<file path="src/rtl/fir_pkg.sv">
// Shared definitions for the polyphase interpolating FIR: default widths,
// FSM state encoding and a reference coefficient table.
package fir_pkg;

    localparam int FIR_DATA_W_DEF = 16;
    localparam int FIR_COEF_W_DEF = 16;
    localparam int FIR_L_DEF      = 2;
    localparam int FIR_TPP_DEF    = 2;

    typedef enum logic [1:0] {
        IDLE = 2'd0,
        MAC  = 2'd1,
        OUT  = 2'd2
    } fir_state_e;

    // Reference taps (index k*L+p), used to bring up the filter in test benches
    localparam logic signed [FIR_COEF_W_DEF-1:0] FIR_DEF_COEFS [4] = '{
        16'sd1024, 16'sd768, 16'sd512, 16'sd256
    };

endpackage

</file>
<file path="src/rtl/fir_mac_unit.sv">
// Single signed multiply-accumulate with synchronous clear and enable.
// acc_next_o exposes the sum including the current product so the caller can
// capture the final tap's result in the same cycle it is accumulated.
module fir_mac_unit #(
    parameter int DATA_WIDTH = 16,
    parameter int COEF_WIDTH = 16,
    parameter int ACC_WIDTH  = 33
) (
    input  logic                         clk,
    input  logic                         rst,
    input  logic                         clr_i,
    input  logic                         en_i,
    input  logic signed [DATA_WIDTH-1:0] a_i,
    input  logic signed [COEF_WIDTH-1:0] b_i,
    output logic signed [ACC_WIDTH-1:0]  acc_o,
    output logic signed [ACC_WIDTH-1:0]  acc_next_o
);

    localparam int PROD_W = DATA_WIDTH + COEF_WIDTH;

    logic signed [PROD_W-1:0]    prod;
    logic signed [ACC_WIDTH-1:0] prod_ext;
    logic signed [ACC_WIDTH-1:0] acc_q;

    // Full-precision product, sign-extended into the accumulator width
    assign prod       = a_i * b_i;
    assign prod_ext   = ACC_WIDTH'(prod);
    assign acc_next_o = acc_q + prod_ext;
    assign acc_o      = acc_q;

    // Accumulator register: clear wins over enable
    always_ff @(posedge clk or posedge rst) begin
        if (rst) begin
            acc_q <= '0;
        end else if (clr_i) begin
            acc_q <= '0;
        end else if (en_i) begin
            acc_q <= acc_next_o;
        end
    end

endmodule

</file>
<file path="src/rtl/fir_interpolator.sv">
// Polyphase upsample-by-L FIR. Every accepted input sample is shifted into a
// TPP-deep delay line, then L output phases are produced one after another,
// each computed by a single MAC stepping over that phase's TPP taps.
// Coefficients live in a register file writable only while idle.
module fir_interpolator
    import fir_pkg::*;
#(
    parameter int  DATA_WIDTH = FIR_DATA_W_DEF,
    parameter int  COEF_WIDTH = FIR_COEF_W_DEF,
    parameter int  L          = FIR_L_DEF,
    parameter int  TPP        = FIR_TPP_DEF,
    localparam int NTAPS      = L * TPP,
    localparam int ACC_WIDTH  = DATA_WIDTH + COEF_WIDTH + $clog2(TPP),
    localparam int AW         = $clog2(NTAPS)
) (
    input  logic                         clk,
    input  logic                         rst,
    input  logic                         in_valid,
    input  logic signed [DATA_WIDTH-1:0] in_data,
    output logic                         in_ready,
    output logic                         out_valid,
    output logic signed [ACC_WIDTH-1:0]  out_data,
    input  logic                         out_ready,
    input  logic                         coef_we,
    input  logic [AW-1:0]                coef_addr,
    input  logic signed [COEF_WIDTH-1:0] coef_wdata,
    output logic                         busy
);

    localparam int KW = (TPP > 1) ? $clog2(TPP) : 1;
    localparam int PW = $clog2(L);

    fir_state_e state_q, state_d;
    logic [PW-1:0] p_q, p_d;
    logic [KW-1:0] k_q, k_d;
    logic          out_valid_q, out_valid_d;
    logic signed [ACC_WIDTH-1:0] out_data_q, out_data_d;
    logic          in_ready_q;

    logic signed [DATA_WIDTH-1:0] d_q    [TPP];
    logic signed [COEF_WIDTH-1:0] coef_q [NTAPS];

    logic          shift_en;
    logic          mac_clr;
    logic          mac_en;
    logic          last_tap;
    logic          coef_wr_en;
    logic [AW-1:0] tap_idx;
    logic signed [ACC_WIDTH-1:0] acc_cur;
    logic signed [ACC_WIDTH-1:0] acc_next;

    // Tap k of phase p sits at coefficient index k*L+p
    assign tap_idx  = AW'(int'(k_q) * L + int'(p_q));
    assign last_tap = (k_q == KW'(TPP - 1));

    // Writes land only while idle, so a sample in flight never sees a changing tap set
    assign coef_wr_en = coef_we && (state_q == IDLE) && (int'(coef_addr) < NTAPS);

    assign in_ready  = in_ready_q;
    assign out_valid = out_valid_q;
    assign out_data  = out_data_q;
    assign busy      = (state_q != IDLE);

    fir_mac_unit #(
        .DATA_WIDTH (DATA_WIDTH),
        .COEF_WIDTH (COEF_WIDTH),
        .ACC_WIDTH  (ACC_WIDTH)
    ) u_mac (
        .clk        (clk),
        .rst        (rst),
        .clr_i      (mac_clr),
        .en_i       (mac_en),
        .a_i        (d_q[k_q]),
        .b_i        (coef_q[tap_idx]),
        .acc_o      (acc_cur),
        .acc_next_o (acc_next)
    );

    // Next-state and datapath control: accept, step taps, present, advance phase
    always_comb begin
        state_d     = state_q;
        p_d         = p_q;
        k_d         = k_q;
        out_valid_d = out_valid_q;
        out_data_d  = out_data_q;
        shift_en    = 1'b0;
        mac_clr     = 1'b0;
        mac_en      = 1'b0;
        case (state_q)
            IDLE: begin
                if (in_valid && in_ready_q) begin
                    shift_en = 1'b1;
                    mac_clr  = 1'b1;
                    p_d      = '0;
                    k_d      = '0;
                    state_d  = MAC;
                end
            end
            MAC: begin
                mac_en = 1'b1;
                if (last_tap) begin
                    // Capture the sum including this cycle's product
                    out_data_d  = acc_next;
                    out_valid_d = 1'b1;
                    state_d     = OUT;
                end else begin
                    k_d = k_q + KW'(1);
                end
            end
            OUT: begin
                if (out_valid_q && out_ready) begin
                    out_valid_d = 1'b0;
                    if (p_q == PW'(L - 1)) begin
                        state_d = IDLE;
                    end else begin
                        p_d     = p_q + PW'(1);
                        k_d     = '0;
                        mac_clr = 1'b1;
                        state_d = MAC;
                    end
                end
            end
            default: begin
                state_d     = IDLE;
                out_valid_d = 1'b0;
            end
        endcase
    end

    // Control and output registers; in_ready tracks the registered state
    always_ff @(posedge clk or posedge rst) begin
        if (rst) begin
            state_q     <= IDLE;
            p_q         <= '0;
            k_q         <= '0;
            out_valid_q <= 1'b0;
            out_data_q  <= '0;
            in_ready_q  <= 1'b1;
        end else begin
            state_q     <= state_d;
            p_q         <= p_d;
            k_q         <= k_d;
            out_valid_q <= out_valid_d;
            out_data_q  <= out_data_d;
            in_ready_q  <= (state_d == IDLE);
        end
    end

    // Delay line: newest sample enters at d[0]
    always_ff @(posedge clk or posedge rst) begin
        if (rst) begin
            d_q <= '{default: '0};
        end else if (shift_en) begin
            d_q[0] <= in_data;
            for (int i = 1; i < TPP; i++) begin
                d_q[i] <= d_q[i-1];
            end
        end
    end

    // Coefficient register file
    always_ff @(posedge clk or posedge rst) begin
        if (rst) begin
            coef_q <= '{default: '0};
        end else if (coef_wr_en) begin
            coef_q[coef_addr] <= coef_wdata;
        end
    end

endmodule

</file>
<file path="config.mk">
export PLATFORM = sky130hd
export DESIGN_NAME = fir_interpolator
export DESIGN_NICKNAME = d
export VERILOG_FILES = /design/src/rtl/fir_pkg.sv /design/src/rtl/fir_mac_unit.sv /design/src/rtl/fir_interpolator.sv
export SDC_FILE = /design/constraint.sdc
export NUM_CORES = 1
export LEC_CHECK = 0
export CELL_PAD_IN_SITES_DETAIL_PLACEMENT = 1
export CELL_PAD_IN_SITES_GLOBAL_PLACEMENT = 1
export CORE_AREA = 3 3 266 164
export CTS_CLUSTER_SIZE = 10
export DETAILED_ROUTE_END_ITERATION = 8
export DIE_AREA = 0 0 269 167
export PLACE_DENSITY_LB_ADDON = 0.1
export SETUP_SLACK_MARGIN = 0.1
export SLEW_MARGIN = 20
export SYNTH_ARGS = -nofsm -noshare
export SYNTH_HDL_FRONTEND = slang
export SYNTH_HIERARCHICAL = 1
export SYNTH_SLANG_ARGS = --single-unit
</file>
<file path="constraint.sdc">
create_clock -name clk -period 19.21 [get_ports clk]
set_clock_uncertainty 0.2 [all_clocks]
set_input_delay 2.8815 -clock clk [delete_from_list [all_inputs] [get_ports clk]]
set_output_delay 2.8815 -clock clk [all_outputs]
set_load 0.03 [all_outputs]
</file>
==> impl_metrics.env, run 1 <==
export IMPL_status="finished, final reports clean"
export IMPL_core_sq_mm=0.0414
export IMPL_clk_path_buf_depth=2
export IMPL_die_area_sq_mm=0.0449
export IMPL_grtUsageTotal_pct=24.2
export IMPL_synth_cell_area_sq_mm=0.0185
export IMPL_maxCapViolCount=0
export IMPL_finalCritPeriodShare_pct=42.2
export IMPL_fmax_ghz=0.123
export IMPL_relSlewSlack_pct=26.3
export IMPL_wl_per_cell_um=21.7
export IMPL_cp_common_cell="fa_1"
export IMPL_reg2reg_from="p_q$_DFFE_PP0P_"
export IMPL_cts_resized=0
export IMPL_min_period_ns=8.10
export IMPL_synth_edf_count=0
export IMPL_cp_max_fo=21
export IMPL_slew_viol_final=0
export IMPL_synth_fp_nets=2181
export IMPL_grt_overflow=0
export IMPL_startpoint_type="flop"
export IMPL_synth_flop_cell="dfrtp_1"
export IMPL_hold_end="coef_q[17]$_DFFE_PP0P_"
export IMPL_io_buffer_count=74
export IMPL_final_core_util_pct=49.2
export IMPL_synthTopCellsByArea="fa_1, dfrtp_1, mux2_2, inv_1, ha_1"
export IMPL_r2r_end="out_data[32]$_DFFE_PP0P_"
export IMPL_grt_pass1_wl_um=82400
export IMPL_antenna_found_initial=1
export IMPL_hold_class="flop to flop"
export IMPL_cts_setup_buffers=0
export IMPL_synth_avg_cell_area_sq_um=10.6
export IMPL_viasPerCell=5.22
export IMPL_min_delay_start="coef_q[17]$_DFFE_PP0P_"
export IMPL_drtPass1Iterations=5
export IMPL_rsz0062_at_grt="no"
export IMPL_synth_seq_cells=168
export IMPL_synth_top_area_share_pct=32.3
export IMPL_grt_pass1_vias=13700
export IMPL_place_gp_congestion=0.867
export IMPL_synth_async_reset_ratio_pct=100
export IMPL_cp_slowest_cell="mux4_2"
export IMPL_cts_tree="built"
export IMPL_cp_cell_sequence="buf_4, mux4_2, inv_1, nor2_1, fa_1, fa_1, fa_1, fa_1, fa_1, inv_1, fa_1, inv_1, ha_1, nand4_1, nor3_1, o211ai_1, a21oi_1, a21oi_2, o21ai_1, xor2_1, mux2_2"
export IMPL_endpoint_kind="flop"
export IMPL_die_w_um=269
export IMPL_drc=0
export IMPL_crit_type="flop to flop"
export IMPL_clock_sinks=168
export IMPL_yosysUniqueCellTypes=72
export IMPL_initial_core_util_pct=44.7
export IMPL_drt_iter0_drc=798
export IMPL_ant_nets=0
export IMPL_holdPathStages=1
export IMPL_r2r_setup_slack_ns=11.11
export IMPL_die_y_um=167
export IMPL_grt_max_degree=67
export IMPL_io_pins=75
export IMPL_postSynthCellCount=1743
export IMPL_r2r_cells=21
export IMPL_dp_hpwl_um=41000
export IMPL_tightest_slew_ns=1.10
export IMPL_fin_nets=2211
export IMPL_cts_buffers=17
export IMPL_floorplan_rows=58
export IMPL_syn_to_final_growth_pct=10.1
export IMPL_drive_above_1_share_pct=12.5
export IMPL_cp_arrival_ns=8.24
export IMPL_ys_warn_count=6
export IMPL_clk_pin_slew_ns=0.08
export IMPL_via_count=12300
export IMPL_synth_top_cell_by_area="fa_1"
export IMPL_cts_hold_buf=0
export IMPL_hold_viol_final=0
export IMPL_synth_seq_area_share_pct=22.7
export IMPL_synth_common_cells="inv_1, fa_1, dfrtp_1"
export IMPL_fin_setup_tns_ns=0
export IMPL_root_buffer="clkbuf_16"
export IMPL_cts_max_level=4
export IMPL_yosysMostFrequentCell="inv_1"
export IMPL_worstPathRequired_ns=19.36
export IMPL_wl_um=51100
export IMPL_setup_viol=0
export IMPL_clkLatencyLatePin_ns=0.46
export IMPL_cpPeakStageDelay_ns=0.67
export IMPL_critPathLaunch="p_q$_DFFE_PP0P_"
kinds of logic after synthesis:
logic type	synth area share, %
AO/OA/AOI/OAI	4.42
XOR/XNOR	1.89
adder cells (fa/ha/maj)	39.1
buffers and inverters	9.00
flip-flops	22.7
multiplexers	11.7
AND/OR/NAND/NOR	11.2
layout make-up:
type | instances | area (sq um)
diodes | 1 | 2.50
multi-input cells | 1144 | 12700
inverters | 357 | 1350
clock buffers | 17 | 425
repair buffers | 85 | 827
clock inverters | 15 | 206
flip-flops and latches | 168 | 4210
well taps | 570 | 713
fillers | 4513 | 21000
sequential cells by signal, summed over array words and instances, names as in the netlist:
register	count
out_data	33
u_mac/acc_o	33
d_q	32
p_q	1
out_valid	1
state_q	2
in_ready	1
k_q	1
coef_q	64
cells in the final DEF (no fill, tap or decap), types with 11 or more instances in the layout:
cell             count
a21o_1              11
a21oi_1             28
and2_1             121
clkbuf_16           17
clkdlybuf4s50_1     74
dfrtp_1            167
fa_1               299
ha_1               100
inv_1              355
mux2_2             144
mux2i_1             18
mux4_2              16
nand2_1            155
nand2b_1            11
nand4_1             11
nor2_1              57
o21ai_0             15
xnor2_1             27
xor2_1              13
critical path: cells and delay by family (launching register included):
family                     cells  cell delay [ns]
DFF                            1             0.32
adders and majority gates      7             3.56
muxes                          2             0.95
buffers and inverters          4             0.98
xor gates and xnor gates       1             0.09
and+or+nand+nor                3             0.83
AOI/OAI and AO/OA              4             1.04
layer usage:
| metal | up-vias | track usage [%] | share of wire [%] |
|---|---|---|---|
| met1 | 6562 | 39.2 | 53 |
| met3 | 24 | 4.78 | 5.2 |
| li1 | 5477 | - | - |
| met5 | - | 0 | 0 |
| met4 | 0 | 3.72 | 0.74 |
| met2 | 241 | 33.8 | 41 |
worst max path at each step:
| stage | end | slack [ns] | cells after the start |
|---|---|---|---|
| after CTS | out_data[29]$_DFFE_PP0P_ | 11.15 | 22 |
| after floorplan | out_data[30]$_DFFE_PP0P_ | 11.81 | 26 |
| final | out_data[32]$_DFFE_PP0P_ | 11.11 | 21 |
| after global placement | out_data[32]$_DFFE_PP0P_ | 11.24 | 21 |
| after global routing | out_data[29]$_DFFE_PP0P_ | 10.66 | 22 |
| after detailed placement | out_data[29]$_DFFE_PP0P_ | 11.17 | 22 |
metrics by stage:
step	cells	hold slack [ns]	instance area, sq um	setup WS, ns
floorplan	1743	0.274	18500	11.81
global placement	2323	0.281	19700	11.24
detailed placement	2323	0.288	19700	11.17
CTS	2355	0.304	20400	11.15
global route	2356	0.314	20400	10.66
finish	2357	0.302	20400	11.11
Power of run 1 is left out: the tool's default activity adds up to more than one toggle a clock period on the data nets, which glitch-free logic cannot reach.
==> run 2: changes to the inputs <==
clock period = 8.3 ns   (was 19.21 ns; I/O delays follow)
==> run 2 against run 1 <==
Design area rose by 0.69%. Critical path depth stayed put. Worst setup slack got worse by 11 ns.
==> impl_metrics.env, run 2 (synthesized netlist as in run 1, its figures left out) <==
export IMPL_status="finished, final reports clean"
export IMPL_crit_family="adder cells"
export IMPL_clock_sinks=168
export IMPL_tightest_slew_ns=1.03
export IMPL_min_period_ns=7.80
export IMPL_cpPeakStageDelay_ns=0.62
export IMPL_setup_viol=0
export IMPL_path_buf_inv=4
export IMPL_cts_tree="built"
export IMPL_layout_setup_ws_ns=0.502
export IMPL_final_cell_mix="inv_1, fa_1, dfrtp_1"
export IMPL_ant_nets=0
export IMPL_drt_iter0_drc=733
export IMPL_drc=0
export IMPL_io_pins=75
export IMPL_initial_core_util_pct=44.7
export IMPL_placed_cells=2343
export IMPL_cts_max_level=4
export IMPL_finalNonFillerCells=2377
export IMPL_slew_viol_final=0
export IMPL_place_gp_congestion=0.889
export IMPL_wl_per_cell_um=21.9
export IMPL_final_common_cell="inv_1"
export IMPL_fill_cells=4478
export IMPL_die_w_um=269
export IMPL_die_y_um=167
export IMPL_wl_um=52000
export IMPL_hold_viol_final=0
export IMPL_core_sq_mm=0.0414
export IMPL_pre_cts_slack_ns=0.498
export IMPL_antenna_found_initial=0
export IMPL_worstPathRequired_ns=8.45
export IMPL_syn_to_final_growth_pct=10.9
export IMPL_cts_buffers=17
export IMPL_cp_cell_sequence="buf_4, mux4_2, inv_1, nor2_1, fa_1, fa_1, fa_1, fa_1, fa_1, inv_1, fa_1, inv_1, ha_1, nand4_1, nor3_1, o211ai_1, a21oi_1, a21oi_2, o21ai_1, xor2_1, mux2_2"
export IMPL_whs_ns=0.304
export IMPL_die_area_sq_mm=0.0449
export IMPL_relSlewSlack_pct=31.3
export IMPL_fmax_ghz=0.128
export IMPL_rsz0062_at_grt="no"
export IMPL_via_count=12500
export IMPL_hold_class="flop to flop"
export IMPL_cp_common_cell="fa_1"
export IMPL_grt_pass1_vias=14100
export IMPL_grt_overflow=0
export IMPL_largest_register_ffs=64
export IMPL_clk_pin_slew_ns=0.08
export IMPL_regMostFlops="coef_q"
export IMPL_io_buffer_count=74
export IMPL_cp_max_fo=12
export IMPL_grt_pass1_wl_um=84500
export IMPL_drive_above_1_share_pct=13.5
export IMPL_viasPerCell=5.26
export IMPL_drtPass1Iterations=4
export IMPL_cts_hold_buf=0
export IMPL_grtUsageTotal_pct=24.8
export IMPL_maxCapViolCount=0
export IMPL_grt_max_degree=73
export IMPL_floorplan_rows=58
export IMPL_crit_type="flop to flop"
export IMPL_fin_nets=2231
export IMPL_root_buffer="clkbuf_16"
export IMPL_fin_setup_tns_ns=0
export IMPL_startpoint_type="flop"
export IMPL_cp_slowest_cell="mux4_2"
export IMPL_finalCritPeriodShare_pct=94.0
export IMPL_clk_path_buf_depth=2
export IMPL_cp_arrival_ns=7.95
export IMPL_clkLatencyLatePin_ns=0.46
export IMPL_dp_hpwl_um=41800
export IMPL_endpoint_kind="flop"
-- run 2: changes by cell type in the layout (fill, tap and decap cells not counted) --
cell,change
buf_4,+20
clkbuf_1,+1
clkinv_4,+1
clkinv_8,-1
clkinvlp_4,-1
dfrtp_1,-1
dfrtp_2,+1
inv_6,+2
inv_8,-2
nand2_2,-1
nand2_4,+1
-- run 2: worst paths after layout --
path | end | slack, ns | cells after the start | from
hold reg to reg | out_data[3]$_DFFE_PP0P_ | 0.30 | 1 | out_data[3]$_DFFE_PP0P_
setup reg to reg | out_data[32]$_DFFE_PP0P_ | 0.50 | 21 | p_q$_DFFE_PP0P_
hold / removal | out_data[3]$_DFFE_PP0P_ | 0.30 | 1 | out_data[3]$_DFFE_PP0P_
min in group asynchronous | out_data[18]$_DFFE_PP0P_ | 1.08 | 2 | rst
max in group asynchronous | coef_q[41]$_DFFE_PP0P_ | 5.44 | 3 | rst
setup / recovery | out_data[32]$_DFFE_PP0P_ | 0.50 | 21 | p_q$_DFFE_PP0P_
-- run 2: what timing repair did --
action,in CTS,in global routing
endpoints found under the setup margin,0,1
buffers inserted,0,0
hold endpoints to repair,0,0
resized for setup,0,1
-- run 2: final cells by class --
class / count / area [sq um] / area share, %
well taps: 570 / 713 / 3.47
clock buffers: 18 / 429 / 2.09
diodes: 1 / 2.50 / 0.0122
repair buffers: 105 / 977 / 4.76
inverters: 357 / 1350 / 6.55
multi-input cells: 1144 / 12700 / 61.7
clock inverters: 14 / 186 / 0.908
flip-flops and latches: 168 / 4210 / 20.5
-- run 2: per-stage QoR --
stage	utilization [%]	cell area [sq um]
finish	49.6	20500
global route	49.6	20500
CTS	49.5	20500
detailed placement	48.0	19900
global placement	48.0	19900
floorplan	-	18500
-- run 2: routing by layer --
layer  part of all wire [%]  routed length [um]  GRT usage [%]  vias up
met3                    6.4                3330           6.10       35
li1                       -                   -              -     5515
met5                      0                   0              0        -
met2                     41               21400           34.9      285
met4                   0.76                 397           3.60        0
met1                     52               26800           39.3     6673
Power of run 2 is left out for the same reason.
==> run 3: changes to the inputs <==
CORE_AREA = 3 3 253 156   (was 3 3 266 164)
DIE_AREA = 0 0 256 159   (was 0 0 269 167)
SLEW_MARGIN = not set   (was 20)
==> run 3 against run 2 <==
Fmax decreased by 2.5%. Final cell count shrank 2.5%. Critical path depth did not move. Utilization is 5.1 points higher. Sequential share of layout area grew 0.11 points. Global-route usage increased by 1.6 points. Via count down 0.34%. Worst setup slack worse by 0.20 ns. Clock-buffer cell count fell by 1. First-iteration DRC count down 6.5%.
==> impl_metrics.env, run 3 (synthesized netlist as in run 1, its figures left out) <==
export IMPL_clk_pin_slew_ns=0.09
export IMPL_io_buffer_count=74
export IMPL_fill_cells=4036
export IMPL_cts_hold_buf=0
export IMPL_place_gp_congestion=0.926
export IMPL_floorplan_rows=55
export IMPL_min_period_ns=8.00
export IMPL_via_count=12500
export IMPL_cts_setup_buffers=0
export IMPL_final_common_cell="inv_1"
export IMPL_wl_um=50600
export IMPL_finalCritPeriodShare_pct=96.4
export IMPL_hold_viol_final=0
export IMPL_hold_class="flop to flop"
export IMPL_drive_above_1_share_pct=13.4
export IMPL_root_buffer="clkbuf_16"
export IMPL_wl_per_cell_um=21.8
export IMPL_syn_to_final_growth_pct=10.3
export IMPL_fin_nets=2227
export IMPL_clk_path_buf_depth=2
export IMPL_die_w_um=256
export IMPL_fmax_ghz=0.125
export IMPL_crit_type="flop to flop"
export IMPL_cts_max_level=4
export IMPL_drt_iter0_drc=685
export IMPL_drc=0
export IMPL_dp_hpwl_um=40100
export IMPL_drtPass1Iterations=5
export IMPL_final_cell_mix="inv_1, fa_1, dfrtp_1"
export IMPL_relSlewSlack_pct=19.0
export IMPL_clkLatencyLatePin_ns=0.47
export IMPL_slew_viol_final=0
export IMPL_status="finished, final reports clean"
export IMPL_cp_max_fo=18
export IMPL_largest_register_ffs=64
export IMPL_grt_max_degree=84
export IMPL_tightest_slew_ns=1.21
export IMPL_fin_setup_tns_ns=0
export IMPL_rsz0062_at_grt="no"
export IMPL_grt_pass1_wl_um=83000
export IMPL_maxCapViolCount=0
export IMPL_initial_core_util_pct=49.6
export IMPL_die_area_sq_mm=0.0407
export IMPL_ant_nets=0
export IMPL_worstPathRequired_ns=8.46
export IMPL_io_pins=75
export IMPL_cts_tree="built"
export IMPL_antenna_found_initial=0
export IMPL_die_y_um=159
export IMPL_endpoint_kind="flop"
export IMPL_cp_arrival_ns=8.16
export IMPL_setup_viol=0
export IMPL_regMostFlops="coef_q"
export IMPL_viasPerCell=5.38
export IMPL_grt_pass1_vias=14100
export IMPL_grtUsageTotal_pct=26.4
export IMPL_cts_buffers=17
export IMPL_grt_overflow=0
export IMPL_startpoint_type="flop"
export IMPL_clock_sinks=168
export IMPL_core_sq_mm=0.0374
run 3: changes by cell type in the layout (fill, tap and decap cells not counted), sizes merged:
cell    before  now
buf         31   27
bufinv       1    0
clkbuf      18   17
diode        1    2
inv        362  364
run 3: final cells by class:
| cell class | count | area (sq um) | share of cell area, % |
|---|---|---|---|
| Multi-Input combinational cell | 1144 | 12700 | 62.0 |
| Timing Repair Buffer | 101 | 956 | 4.68 |
| Clock inverter | 15 | 173 | 0.845 |
| Antenna cell | 2 | 5.00 | 0.0245 |
| Inverter | 357 | 1350 | 6.59 |
| Tap cell | 513 | 642 | 3.14 |
| Clock buffer | 17 | 425 | 2.08 |
| Sequential cell | 168 | 4210 | 20.6 |
run 3: worst paths after layout:
path                            depth (start not counted)  slack [ns]               startpoint                  endpoint
min in group asynchronous                               2        1.01                      rst  out_data[32]$_DFFE_PP0P_
worst min-delay path                                    1        0.30  out_data[3]$_DFFE_PP0P_   out_data[3]$_DFFE_PP0P_
worst max-delay path                                   21        0.30          k_q$_DFFE_PP0P_  out_data[32]$_DFFE_PP0P_
max in group asynchronous                               3        5.38                      rst           p_q$_DFFE_PP0P_
worst min register to register                          1        0.30  out_data[3]$_DFFE_PP0P_   out_data[3]$_DFFE_PP0P_
worst max register to register                         21        0.30          k_q$_DFFE_PP0P_  out_data[32]$_DFFE_PP0P_
run 3: repair_timing:
action / CTS / global route
resized for setup: 0 / 2
endpoints found under the hold margin: 0 / 0
endpoints found under the setup margin: 0 / 3
run 3: metrics by stage:
step | instance area, sq um | hold WS [ns] | std cells | setup WS [ns] | util (%)
floorplan | 18500 | 0.274 | 1743 | 0.897 | -
global placement | 19800 | 0.279 | 2283 | 0.458 | 53.0
detailed placement | 19800 | 0.285 | 2283 | 0.338 | 53.0
CTS | 20400 | 0.307 | 2315 | 0.251 | 54.6
global route | 20400 | 0.314 | 2315 | 0.107 | 54.6
finish | 20400 | 0.300 | 2317 | 0.301 | 54.7
run 3: layer usage:
metal  GRT usage, %  part of all wire [%]  routed length (um)
met5              0                     0                   0
met3           5.91                   6.3                3170
met2           37.9                    42               21300
met1           41.5                    51               25600
met4           4.50                   1.0                 507
run 3: worst max-delay path, stage by stage (launching register included):
cell and delay (ns):
dfrtp_1 0.61, buf_4 0.36, mux4_2 0.46, inv_1 0.42, nor2_1 0.13, fa_1 0.54
fa_1 0.44, fa_1 0.54, fa_1 0.48, fa_1 0.55, inv_1 0.07, fa_1 0.50
inv_1 0.05, ha_1 0.42, nand4_1 0.30, nor3_1 0.33, o211ai_1 0.21, a21oi_1 0.49
a21oi_2 0.21, o21ai_1 0.20, xor2_1 0.09, mux2_2 0.28
Power of run 3 is left out for the same reason.
